[config.mk]
export PLATFORM = sky130hd
export DESIGN_NAME = param_reg_file
export DESIGN_NICKNAME = d
export VERILOG_FILES = /design/src/rtl/param_reg_file.sv
export SDC_FILE = /design/constraint.sdc
export NUM_CORES = 1
export LEC_CHECK = 0
export CORE_ASPECT_RATIO = 1.4
export CORE_MARGIN = 10
export CORE_UTILIZATION = 51
export DETAILED_ROUTE_END_ITERATION = 12
export GPL_TIMING_DRIVEN = 0
export PLACE_DENSITY = 0.68
export SYNTH_ARGS = -nofsm -noshare
export SYNTH_HDL_FRONTEND = slang
export SYNTH_SLANG_ARGS = --single-unit
[constraint.sdc]
create_clock -name i_clock -period 3.7 [get_ports i_clock]
set_input_delay 0.74 -clock i_clock [delete_from_list [all_inputs] [get_ports i_clock]]
set_output_delay 0.74 -clock i_clock [all_outputs]
set_load 0.03 [all_outputs]
[src/rtl/param_reg_file.sv]
// General-purpose register file: per-register load/clear/inc/dec under a shared
// function select and write mask, two combinational read ports, registered wrap flag.
module param_reg_file #(
  parameter int WIDTH    = 8,
  parameter int NUM_REGS = 8,
  parameter int SATURATE = 0,
  parameter int SEL_W    = $clog2(NUM_REGS)
) (
  input  logic                i_clock,
  input  logic                i_reset,
  input  logic [1:0]          i_fun_sel,
  input  logic [NUM_REGS-1:0] i_rsel,
  input  logic [WIDTH-1:0]    i_data,
  input  logic [SEL_W-1:0]    i_o1_sel,
  input  logic [SEL_W-1:0]    i_o2_sel,
  output logic [WIDTH-1:0]    o_o1,
  output logic [WIDTH-1:0]    o_o2,
  output logic                o_wrap
);

  localparam logic [1:0] FUN_DEC  = 2'b00;
  localparam logic [1:0] FUN_INC  = 2'b01;
  localparam logic [1:0] FUN_LOAD = 2'b10;
  localparam logic [1:0] FUN_CLR  = 2'b11;
  localparam int READ_SLOTS = 1 << SEL_W;

  logic [NUM_REGS-1:0][WIDTH-1:0]   r_regs;
  logic                             r_wrap;
  logic [NUM_REGS-1:0][WIDTH-1:0]   w_next;
  logic [NUM_REGS-1:0]              w_hit;
  logic [READ_SLOTS-1:0][WIDTH-1:0] w_read;
  logic                             w_inc;
  logic                             w_dec;

  assign w_inc = (i_fun_sel == FUN_INC);
  assign w_dec = (i_fun_sel == FUN_DEC);

  genvar gi;
  generate
    for (gi = 0; gi < NUM_REGS; gi++) begin : g_reg
      logic             w_at_max;
      logic             w_at_zero;
      logic [WIDTH-1:0] w_stepped;

      assign w_at_max  = &r_regs[gi];
      assign w_at_zero = ~|r_regs[gi];

      always_comb begin
        w_stepped = r_regs[gi];
        case (i_fun_sel)
          FUN_LOAD: w_stepped = i_data;
          FUN_CLR:  w_stepped = '0;
          FUN_INC: begin
            if (!(w_at_max && SATURATE != 0)) w_stepped = r_regs[gi] + 1'b1;
          end
          default: begin
            if (!(w_at_zero && SATURATE != 0)) w_stepped = r_regs[gi] - 1'b1;
          end
        endcase
      end

      assign w_next[gi] = i_rsel[gi] ? w_stepped : r_regs[gi];
      // A boundary hit counts whether it wrapped or clamped; unselected registers never count.
      assign w_hit[gi]  = i_rsel[gi] & ((w_inc & w_at_max) | (w_dec & w_at_zero));
    end

    // Pad the read mux to the full select range so out-of-range selects read zero.
    for (gi = 0; gi < READ_SLOTS; gi++) begin : g_read
      if (gi < NUM_REGS) begin : g_live
        assign w_read[gi] = r_regs[gi];
      end else begin : g_pad
        assign w_read[gi] = '0;
      end
    end
  endgenerate

  always_ff @(posedge i_clock) begin
    if (i_reset) begin
      r_regs <= '0;
      r_wrap <= 1'b0;
    end else begin
      r_regs <= w_next;
      r_wrap <= |w_hit;
    end
  end

  assign o_o1   = w_read[i_o1_sel];
  assign o_o2   = w_read[i_o2_sel];
  assign o_wrap = r_wrap;

endmodule

==> flow_summary.toml <==
[status]
status = "complete, no violations"

[setup_path]
cp_max_fo = 10
cp-end-kind = "flip-flop"
critPathKind = "primary input to flip-flop"
crit_required_ns = 3.94
cp-start-kind = "primary input"
ff2ff_path_depth = 8
cp.arrival_ns = 3.91

[power_and_ir_drop]
p_sw_w = 0.00112
pwr-share-seq = 0.291
p_clk_frac = 0.314
internal-power_w = 0.00182
p_per_area_nw_per_um2 = 391
power_frac_comb = 0.395
ir_drop_uv = 227
leakage_nw = 2.79
swShare = 0.382

[placed_design]
portBuffers = 31
dp_hpwl_mm = 20.7
post-place-ws_ns = -1.22
gp_congestion = 1.01

[grt]
antenna_found_initial = 0
groute.usage.overall = 0.316
grt_max_degree = 38
grt_first_pass_wirelength_mm = 43.2
overflow = 0
grt_pass1_vias = 7213

[final_layout]
fin_nets = 954
seq_area_um2 = 1300
drive_gt1_frac = 0.110
fillers = 1169
multi_input_area_um2 = 4930
syn_to_final_growth_pct = 13.0

[sta]
fin_crit_sh = 0.993
finalHoldViolations = 0
finalSetupViolations = 0
worst-slew-pin-transition_ns = 1.24
fmax_mhz = 272
worst_slack_ns = 0.0273
rsz0062_at_grt = "no"
fin_skew_ns = 0.00704
relSlewSlack = 0.164
whs_ns = 0.584
period_needed_ns = 3.67
report.final.slew_viol_count = 0

[synthesis]
ys_warn_count = 0
ys_seq_area_frac = 0.195
synth-seq-cells = 65
ys.flop_type = "dfxtp_1"
synth_area_um2 = 6670
syn_avg_cell_area_um2 = 7.86
netlist_instances = 849
async_reset_ff_frac = 0
synth_edf_count = 0
synth_nets = 911
synth.distinct_cells = 78

[min_path]
holdPathStages = 2
hp-class = "flip-flop to flip-flop"

[die]
die_h_um = 155
initial_core_util = 0.521
core_um2 = 12800
die_area_um2 = 18100
ioPinCount = 43
rows = 49
die_x_um = 117

[clocking]
cts_num_sinks = 65
hold_buffers = 0
clock_latency_ns = 0.35
cts_max_path_buffers = 2
clk_pin_slew_worst_paths_ns = 0.05
htree_levels = 3
clock_tree.root_cell = "clkbuf_16"
cts_made_buffers = 9
tritoncts = "built"

[route]
ant_nets = 0
via_per_inst = 7.42
first_pass_iters = 7
drcViolationCount = 0
dr_total_vias = 7801
first_iter_violations = 1106
wire_per_inst_um = 27.6
wl_mm = 29.0

[run]
drv_cap = 0
==> layout make-up <==
class,instances,share of cell area
tap,153,0.0254
sequential,65,0.173
clock inverter,2,0.00465
inverter,27,0.0134
antenna,1,0.000332
buffer,83,0.0508
clock buffer,14,0.0364
timing repair buffer,32,0.0417
multi-input combinational,674,0.655
==> kinds of logic (layout without fill, tap and decap cells) <==
family	count (synthesis)	in the layout	share of synthesized area
multiplexers	54	54	0.144
adder cells (fa/ha/maj)	37	37	0.0690
flip-flops	65	65	0.195
XOR/XNOR	35	35	0.0471
AO/OA/AOI/OAI	266	266	0.270
other	0	1	0
buffers and inverters	110	158	0.0673
AND/OR/NAND/NOR	282	282	0.207
==> stage by stage <==
| stage | area, um^2 | std cells | util | TNS (ns) | power, W |
|---|---|---|---|---|---|
| floorplan | 6670 | 849 | - | 0 | 0.00164 |
| global placement | 7170 | 1033 | 0.560 | -30.49 | 0.00194 |
| detailed placement | 7170 | 1033 | 0.560 | -33.11 | 0.00197 |
| CTS | 7520 | 1050 | 0.587 | 0 | 0.00289 |
| global route | 7530 | 1050 | 0.588 | 0 | 0.00306 |
| finish | 7540 | 1051 | 0.588 | 0 | 0.00294 |
==> Yosys cell counts, drive strengths merged (9+ instances only) <==
cell	instances	area share
nand2	54	0.030
buf	20	0.017
a21oi	56	0.043
o22ai	14	0.013
a31oi	16	0.015
clkbuf	63	0.035
dfxtp	65	0.20
o21ai	58	0.044
o211ai	13	0.015
nor4	14	0.013
xnor2	28	0.038
ha	36	0.068
and2	12	0.011
a311oi	22	0.029
o31ai	9	0.011
mux2	17	0.029
nand3	23	0.017
inv	26	0.015
nor2	87	0.049
mux4	32	0.11
nand4	17	0.016
nor3	31	0.023
==> sequential cells by signal, summed over array words and instances (netlist names) <==
name,flops
o_wrap,1
r_regs,64
==> per-layer routing <==
layer / track usage / up-vias / wire length, um
met5: 0 / - / 0
met1: 0.377 / 3663 / 10000
met3: 0.0677 / 163 / 3590
met4: 0.244 / 0 / 2550
li1: - / 3324 / -
met2: 0.482 / 651 / 12900
==> cell usage in the layout (no fill, tap or decap), types with 8 or more instances in the layout <==
cell,instances
clkbuf_16,9
nor3_1,31
clkbuf_1,61
o31ai_1,8
nor2_1,87
o211ai_1,12
and2_1,9
clkdlybuf4s50_1,29
nor4_1,14
nand2_1,54
a31oi_1,16
a311oi_1,22
o21ai_0,54
inv_1,25
a21oi_1,55
or3_1,8
o22ai_1,14
mux2_2,17
nand4_1,17
and3_1,8
ha_1,36
mux4_2,32
dfxtp_1,65
nand3_1,23
xnor2_1,27
==> worst max-delay path: stages <==
cell and delay [ns]:
clkdlybuf4s15_2 0.33, nor2b_4 0.20, buf_4 0.23, buf_6 0.23, buf_6 0.22, buf_8 0.20
xnor2_1 0.09, ha_1 0.24, or3_1 0.42, a41o_1 0.26, maj3_1 0.36, xnor2_1 0.13
o41ai_1 0.23
==> power groups by stage <==
| stage | Sequential, W | Combinational (W) | Clock, W |
|---|---|---|---|
| after CTS | 0.000849 | 0.00112 | 0.000918 |
| after detailed placement | 0.000864 | 0.00111 | 0 |
| after global routing | 0.000859 | 0.00125 | 0.000955 |
| after global placement | 0.000860 | 0.00108 | 0 |
| after floorplan | 0.000831 | 0.000811 | 0 |
| final | 0.000856 | 0.00116 | 0.000924 |
==> what timing repair did <==
item,in CTS,in global routing
buffers inserted,1,0
resized for setup,15,6
endpoints found under the setup margin,56,5
==> final timing paths <==
check                                             start  slack [ns]                 endpoint
worst min-delay path            r_regs[50]$_SDFFE_PP0P_        0.58  r_regs[50]$_SDFFE_PP0P_
worst max register to register  r_regs[57]$_SDFFE_PP0P_        1.09  r_regs[62]$_SDFFE_PP0P_
worst min register to register  r_regs[50]$_SDFFE_PP0P_        0.58  r_regs[50]$_SDFFE_PP0P_
worst max-delay path                       i_fun_sel[1]        0.03  r_regs[62]$_SDFFE_PP0P_
(Power assumes the default switching activity.)
